$ cat src/rtl/pipe_accum_pkg.sv
// Shared definitions for the multi-channel accumulator chain: width helpers
// and the adder mode encodings.
package pipe_accum_pkg;

    // Adder behaviour selected by the SAT_MODE parameter
    localparam int MODE_WRAP = 0;
    localparam int MODE_SAT  = 1;

    // Channel index width; a single channel still needs one select bit
    function automatic int ch_width(input int n_ch);
        return (n_ch <= 1) ? 1 : $clog2(n_ch);
    endfunction

    // Width of an occupancy counter that must reach DEPTH inclusive
    function automatic int level_width(input int depth);
        return (depth < 1) ? 1 : $clog2(depth + 1);
    endfunction

endpackage

$ cat src/rtl/pipe_accum_chain_stage.sv
// One elastic valid/ready register stage. A stage loads whenever it is empty
// or its content leaves this cycle, so bubbles collapse and a full chain still
// moves one item per cycle. Data is only written on a real load so that a
// stalled output holds its value.
module pipe_elastic_stage #(
    parameter int WIDTH = 8
) (
    input  logic             i_clk,
    input  logic             resetn,
    input  logic             up_valid,
    input  logic [WIDTH-1:0] up_data,
    output logic             up_ready,
    output logic             dn_valid,
    output logic [WIDTH-1:0] dn_data,
    input  logic             dn_ready
);

    assign up_ready = !dn_valid || dn_ready;

    // Register the stage content whenever the slot is free or being vacated
    always_ff @(posedge i_clk or negedge resetn) begin
        if (!resetn) begin
            dn_valid <= 1'b0;
            dn_data  <= '0;
        end else if (up_ready) begin
            dn_valid <= up_valid;
            if (up_valid) begin
                dn_data <= up_data;
            end
        end
    end

endmodule

$ cat src/rtl/pipe_accum_chain.sv
// Multi-channel accumulator feeding a DEPTH-stage elastic output pipeline.
// Each accepted sample updates its channel's accumulator in one cycle and the
// post-update (channel, sum) pair travels down the pipeline.
// Optional build macro PIPE_ACCUM_OVF_FLAG_EN adds o_ovf, one sticky overflow
// flag per channel.
module pipe_accum_chain
    import pipe_accum_pkg::*;
#(
    parameter  int W_DATA   = 32,
    parameter  int N_CH     = 4,
    parameter  int DEPTH    = 3,
    parameter  int SAT_MODE = MODE_WRAP,
    localparam int CH_W     = ch_width(N_CH),
    localparam int LVL_W    = level_width(DEPTH)
) (
    input  logic              i_clk,
    input  logic              resetn,
    input  logic              i_valid,
    output logic              o_ready,
    input  logic [CH_W-1:0]   i_ch,
    input  logic [W_DATA-1:0] i_data,
    input  logic              i_clr,
    output logic              o_valid,
    input  logic              i_ready,
    output logic [CH_W-1:0]   o_ch,
    output logic [W_DATA-1:0] o_sum,
    output logic [LVL_W-1:0]  o_level
`ifdef PIPE_ACCUM_OVF_FLAG_EN
    ,
    output logic [N_CH-1:0]   o_ovf
`endif
);

    typedef struct packed {
        logic [CH_W-1:0]   ch;
        logic [W_DATA-1:0] sum;
    } result_t;

    localparam int RES_W = $bits(result_t);

    // Wrap or clamp the sum depending on the adder mode
    function automatic logic [W_DATA-1:0] sat_add_f(input logic [W_DATA-1:0] a,
                                                    input logic [W_DATA-1:0] b);
        logic [W_DATA:0] s;
        s = {1'b0, a} + {1'b0, b};
        if (SAT_MODE == MODE_SAT && s[W_DATA]) begin
            return '1;
        end
        return s[W_DATA-1:0];
    endfunction

`ifdef PIPE_ACCUM_OVF_FLAG_EN
    // Carry out of the add; a clamp happens exactly when this is set
    function automatic logic carry_f(input logic [W_DATA-1:0] a,
                                     input logic [W_DATA-1:0] b);
        logic [W_DATA:0] s;
        s = {1'b0, a} + {1'b0, b};
        return s[W_DATA];
    endfunction
`endif

    logic [W_DATA-1:0] acc [N_CH];
    logic [W_DATA-1:0] acc_sel;
    logic [W_DATA-1:0] acc_base;
    logic [W_DATA-1:0] new_sum;
    logic              run_en;
    logic              accept;
    logic              ch_ok;
    logic              load_p0;
    logic              exit_out;

    logic [DEPTH:0]    vld_p;
    logic [DEPTH:0]    rdy_p;
    result_t           data_p [DEPTH+1];

    // o_ready stays low during reset and for the first edge after release
    always_ff @(posedge i_clk or negedge resetn) begin
        if (!resetn) begin
            run_en <= 1'b0;
        end else begin
            run_en <= 1'b1;
        end
    end

    assign o_ready  = run_en && rdy_p[0];
    assign accept   = i_valid && o_ready;
    assign ch_ok    = ({1'b0, i_ch} < (CH_W+1)'(N_CH));
    assign load_p0  = accept && ch_ok;
    assign exit_out = o_valid && i_ready;

    // Select the addressed accumulator without indexing past the array
    always_comb begin
        acc_sel = '0;
        for (int c = 0; c < N_CH; c++) begin
            if (i_ch == CH_W'(c)) begin
                acc_sel = acc[c];
            end
        end
    end

    // A clear in the same cycle as a sample makes the sample start from zero
    assign acc_base = i_clr ? '0 : acc_sel;
    assign new_sum  = sat_add_f(acc_base, i_data);

    // Accumulator update: the sampled channel takes the new sum, clear zeroes the rest
    always_ff @(posedge i_clk or negedge resetn) begin
        if (!resetn) begin
            for (int c = 0; c < N_CH; c++) begin
                acc[c] <= '0;
            end
        end else begin
            for (int c = 0; c < N_CH; c++) begin
                if (load_p0 && i_ch == CH_W'(c)) begin
                    acc[c] <= new_sum;
                end else if (i_clr) begin
                    acc[c] <= '0;
                end
            end
        end
    end

    // ---- stage 0 input: post-update result enters on the accept edge ----
    assign vld_p[0]     = load_p0;
    assign data_p[0]    = '{ch: i_ch, sum: new_sum};
    assign rdy_p[DEPTH] = i_ready;

    for (genvar k = 0; k < DEPTH; k++) begin : g_stage
        pipe_elastic_stage #(
            .WIDTH(RES_W)
        ) u_stage (
            .i_clk    (i_clk),
            .resetn   (resetn),
            .up_valid (vld_p[k]),
            .up_data  (data_p[k]),
            .up_ready (rdy_p[k]),
            .dn_valid (vld_p[k+1]),
            .dn_data  (data_p[k+1]),
            .dn_ready (rdy_p[k+1])
        );
    end

    // ---- output: last stage drives the result ports ----
    assign o_valid = vld_p[DEPTH];
    assign o_ch    = data_p[DEPTH].ch;
    assign o_sum   = data_p[DEPTH].sum;

    // Occupancy: one up per result entering, one down per result leaving
    always_ff @(posedge i_clk or negedge resetn) begin
        if (!resetn) begin
            o_level <= '0;
        end else begin
            case ({load_p0, exit_out})
                2'b10:   o_level <= o_level + LVL_W'(1);
                2'b01:   o_level <= o_level - LVL_W'(1);
                default: o_level <= o_level;
            endcase
        end
    end

`ifdef PIPE_ACCUM_OVF_FLAG_EN
    // Sticky per-channel overflow; clear has priority over a coinciding overflow
    always_ff @(posedge i_clk or negedge resetn) begin
        if (!resetn) begin
            o_ovf <= '0;
        end else if (i_clr) begin
            o_ovf <= '0;
        end else if (load_p0 && carry_f(acc_sel, i_data)) begin
            for (int c = 0; c < N_CH; c++) begin
                if (i_ch == CH_W'(c)) begin
                    o_ovf[c] <= 1'b1;
                end
            end
        end
    end
`endif

endmodule
$ cat config.mk
export PLATFORM = sky130hd
export DESIGN_NAME = pipe_accum_chain
export DESIGN_NICKNAME = d
export VERILOG_FILES = /design/src/rtl/pipe_accum_pkg.sv /design/src/rtl/pipe_accum_chain_stage.sv /design/src/rtl/pipe_accum_chain.sv
export SDC_FILE = /design/constraint.sdc
export NUM_CORES = 1
export LEC_CHECK = 0
export ABC_CLOCK_PERIOD_IN_PS = 4000
export CORE_MARGIN = 2
export CORE_UTILIZATION = 60
export DETAILED_ROUTE_END_ITERATION = 10
export PLACE_DENSITY = 0.85
export SYNTH_ARGS = -nofsm -noshare
export SYNTH_HDL_FRONTEND = slang
export SYNTH_SLANG_ARGS = --single-unit
$ cat constraint.sdc
create_clock -name i_clk -period 4 [get_ports i_clk]
set_clock_uncertainty 0.1 [all_clocks]
set_input_delay 0.4 -clock i_clk [delete_from_list [all_inputs] [get_ports i_clk]]
set_output_delay 0.4 -clock i_clk [all_outputs]
set_load 0.05 [all_outputs]
# == After elaboration in Yosys (flattened, before gate mapping) ==
# Cells that the tools add are included.
# Widths: inputs -> output; s select.
# word_totals
reg_bits,236
inputBits,39
out_inout_bits,38
wordCells,53
# op_classes
add_sub_neg,3
eq_ne,5
mux,11
n_reduce_logical,22
# op_table
cell,n
$mux 32,10
$add 32x32->32,1
$reduce_bool 2->1,5
$logic_and 1x1->1,7
$eq 2x2->1 const B,3
$reduce_and 2->1,3
$eq 2x1->1 const B,2
$pmux 2 s2,1
$logic_not 1->1,3
$logic_or 1x1->1,3
$add 2x1->2 const B,1
$logic_not 2->1,1
$sub 2x1->2 const B,1

# == Longest topological paths before layout ==
# depth
word_depth,8
ltp_mapped,14
ltp_nobuf,12

# == Modules after synthesis ==
# From an unflattened synthesis, not the netlist that was laid out.
# unflattened
hier_cells,1103
area_unflattened_um2,12487.0
# by_module_without_submodules
mod,instances,cells_per_inst,area_each_um2,seq_area_each_um2
pipe_accum_chain,1,878,8095.3,3278.1
pipe_elastic_stage,3,75,1463.9,875.8

# == Worst setup path before layout ==
# OpenSTA, ideal clock, no wires.
# synth_timing
kind,input to register
from,input port i_ch[0]
to,register acc[114] in the netlist's numbering
setup_time_ns,0.134
t_arrival_ns,3.718
t_required_ns,3.766
path_slack_ns,0.048
path_stages,14
path_buffers,2
cell_sequence,buf_1 -> buf_2 -> mux4_2 -> and2_1 -> ha_1 -> fa_1 -> a21o_1 -> a31oi_1 -> nor3_1 -> nor2b_2 -> a31oi_4 -> a31oi_1 -> xor2_1 -> o21ai_0
# synth_between
elab_chain_len,8
word_cells_on_any_way,13
cone_classes,1 x add/sub; 3 x eq/ne; 6 x mux; 3 x reduce/logical
# synth_rtl
element,line_no,source
"start, declared",pipe_accum_chain.sv:20,"input logic [CH_W-1:0] i_ch,"
$logic_not 2->1,"pipe_accum_chain.sv:95, pipe_accum_chain.sv:113",
$mux 32 (4 in series),pipe_accum_chain.sv:95,if (i_ch == CH_W'(c)) begin
$mux 32,pipe_accum_chain.sv:102,assign acc_base = i_clr ? '0 : acc_sel;
$add 32x32->32,pipe_accum_chain.sv:45,"s = {1'b0, a} + {1'b0, b};"
$mux 32,pipe_accum_chain.sv:113,if (load_p0 && i_ch == CH_W'(c)) begin
"end signal, assigned by index",pipe_accum_chain.sv:114,acc[c] <= new_sum;
"end, declared",pipe_accum_chain.sv:62,logic [W_DATA-1:0] acc [N_CH];
# Parallel ways exist; a longest one is shown, timed or not.
# A chain may end at the register's enable or synchronous reset.

# == Final worst setup path ==
# layout_timing
from,register acc[96] in the netlist's numbering
to,register acc[16] in the netlist's numbering
# layout_between
elab_chain_len,7
# layout_rtl
element,line_no
$mux 32 (4 in series),pipe_accum_chain.sv:95
$mux 32,pipe_accum_chain.sv:102
$add 32x32->32,pipe_accum_chain.sv:45
$mux 32,pipe_accum_chain.sv:113
# No other way between the ends.

==> reports/results.ini <==
[finish]
utilization_of_the_core_after_routing_pct = 70.9
post_route_insts_no_fill = 1432
num-nets-final = 1224
antenna-diode-count = 0
syn_to_final_growth_pct = 15.6
drive_above_1_share_pct = 19.2
layout.cell_area.non_filler_sq_mm = 0.0138

[worst_setup_path]
rr_startpoint = acc[96]$_DFFE_PN0P_
ff2ff_setup_slack_ns = 0.25
crit_path_max_fanout = 5
worstSetupStartpointType = flip-flop
reg2reg_to = acc[16]$_DFFE_PN0P_
endpoint_kind = flip-flop
critical_path_required_ns = 4.27
worst-r2r-cell-count = 12
criticalPathCategory = reg -> reg
setup.worst_path.start = acc[96]$_DFFE_PN0P_
critical_path.endpoint = acc[16]$_DFFE_PN0P_
arrival_ns = 4.02

[sta]
drv_slew = 0
worst-slew-pin-transition_ns = 0.962
worst_hold_slack_ns = 0.286
rsz0062_at_grt = no
post_route_worst_setup_slack_ns = 0.250
timing.fmax_mhz = 267
tns_ns = 0
setup_viol = 0
fin_crit_sh_pct = 93.7
period_needed_ns = 3.75
final-hold-violation-count = 0
max-slew-margin-rel_pct = 35.6

[routing]
drtAntennaViolNets = 0
first_pass_iteration_count_of_the_detailed_router = 5
wl_per_cell_microns = 21.0
detailed_route_vias_per_instance = 6.24
number_of_vias_after_detailed_routing = 8936
drt_initial_violations = 747
detail_route.wirelength_microns = 30100
drc_errors = 0

[cts]
tritoncts = done
number_of_cts_inserted_buffers = 24
clock_tree.buffer_depth = 3
h-tree-depth = 1
clkSinkCount = 236
clkLatencyLatePin_ns = 0.51
clockRootBuffer = clkbuf_16
clkSlewWorstSetupHoldPaths_ns = 0.06

[global_route]
antenna_violations_before_repair = 0
grt_util_all_layers_pct = 28.8
pin_count_of_the_biggest_net_entering_global_routing = 112
grt_pass1_vias = 9073
grt_pass1_wl_microns = 48600
grt_overflow = 0

[floorplan]
dieHeight_microns = 145
initial_utilization_pct = 61.3
die_x_microns = 145
core_sq_mm = 0.0195
ios = 77
floorplan.rows = 51
die_area_sq_mm = 0.0210

[flow_run]
cap_violations = 0

[pwr]
cellLeakagePower_nw = 6.33
worst_ir_drop_vdd_mv = 0.291
report.power.total_mw = 7.27
pwr_density_cell_mw_per_mm2 = 527

[place]
placed_cell_area_sq_mm = 0.0129
place_ws_ns = 0.0139
finalWeightedCongestion = 0.955
post-place-cells = 1390
dp_hpwl_microns = 21000
numPortBuffers = 76

[yosys]
yosysWarningCount = 0
area_of_the_mapped_netlist_sq_mm = 0.0119
async_flop_share_pct = 100
syn-mean-instance-area_sq_um = 10.9
total_nets_after_synthesis = 1165
post_synth_inst_count = 1093
seq_area_frac_synth_pct = 49.5
synth_edf_count = 0
synth.lib_cells_used.distinct = 70
synth_flop_cell = dfrtp_1
ys_seq_elements = 236

[outcome]
run_status = finished clean

[worst_hold_path]
worst_hold_path_type = in -> reg
holdCritStartpoint = i_ch[1]

worst min path at each step:
stage                     slack (ns)                                         end  depth (start not counted)
after global routing            0.31  g_stage[0].u_stage.dn_data[33]$_DFFE_PN0P_                          4
after global placement          0.36  g_stage[0].u_stage.dn_data[12]$_DFFE_PN0P_                          2
after floorplan                0.004                          acc[0]$_DFFE_PN0P_                          0
final                           0.29  g_stage[0].u_stage.dn_data[33]$_DFFE_PN0P_                          4
after CTS                       0.28  g_stage[0].u_stage.dn_data[33]$_DFFE_PN0P_                          4
after detailed placement        0.36                      o_level[1]$_DFFE_PN0P_                          1
cell type report:
type                       count  area [sq um]
sequential                   236          5910
fill                        1353          5670
multi-input combinational    750          5470
timing repair buffer         133          1220
clock buffer                  30           674
tap                          265           332
clock inverter                11           158
inverter                       7          26.3
routing by layer:
layer,global-route usage (%),vias to the layer above,routed length (microns)
met4,8.86,0,781
met2,48.2,375,14900
met1,40.0,4457,12400
met3,3.33,66,2080
li1,-,4038,-
met5,0,-,0
registers in the layout, summed over array words and instances (netlist names):
| name | cells |
|---|---|
| acc | 128 |
| g_stage.u_stage.dn_data | 102 |
| g_stage.u_stage.dn_valid | 3 |
| o_level | 2 |
| run_en | 1 |
worst max-delay path: stages, from the launching register on:
cell and delay, ns:
dfrtp_1 0.39, mux4_2 0.45, and2_1 0.17, ha_1 0.20, fa_1 0.43, a21o_1 0.23, a31oi_1 0.27, nor3_1 0.15
nor2b_2 0.24, a31oi_4 0.14, buf_4 0.18, xnor2_1 0.48, o21ai_0 0.17
repair_timing:
item                                    in CTS  in global routing
hold endpoints to repair                   106                  0
endpoints found under the setup margin       0                  5
buffers inserted                             0                  0
hold buffers                                 1                  0
resized for setup                            0                  1
logic make-up (layout without fill, tap and decap cells):
| group | Yosys count | count (layout) | synth area share, % |
|---|---|---|---|
| buf+inv | 107 | 181 | 4.68 |
| mux | 108 | 108 | 13.2 |
| xor+xnor | 25 | 25 | 1.84 |
| flops | 236 | 236 | 49.5 |
| fa+ha+maj | 33 | 33 | 3.52 |
| simple gates | 330 | 330 | 13.6 |
| compound gates | 253 | 253 | 13.6 |
| other cells | 1 | 1 | 0.0314 |
power breakdown:
group          switching (mW)  leakage [nW]  internal [mW]
logic                    1.17          2.83          0.741
clock network           0.924         0.412           1.44
registers               0.222          3.09           2.77
synth_stat cells, types with 15 or more instances:
cell type	count	area share, %
clkbuf_1	44	1.4
a22o_1	30	2.2
o21ai_0	106	4.4
xnor2_1	15	1.1
a21oi_1	44	1.8
dfrtp_1	236	50
and2_1	37	1.9
nor2_1	40	1.3
mux4_2	32	6.0
buf_4	36	2.3
nand3_1	92	3.9
ha_1	32	3.4
a21o_1	20	1.3
mux2_2	69	6.5
buf_2	16	0.67
nand2_1	104	3.3
placed cells by master, fill, tap and decap left out, types with 7 or more instances in the layout:
master	netlist	routed
nor2b_1	7	7
nand2_1	104	104
a31oi_1	7	7
xnor2_1	15	15
and3_1	13	13
nand2b_1	8	8
dfrtp_1	236	236
a22o_1	30	30
clkdlybuf4s50_1	0	73
nand3_1	92	92
a21o_1	20	20
mux2_2	69	69
and2_1	37	37
mux4_2	32	32
nor2_1	40	40
o21ai_0	106	106
xor2_1	10	9
ha_1	32	32
a21oi_1	44	44
clkbuf_16	0	25
buf_4	36	53
(Power assumes the default switching activity.)
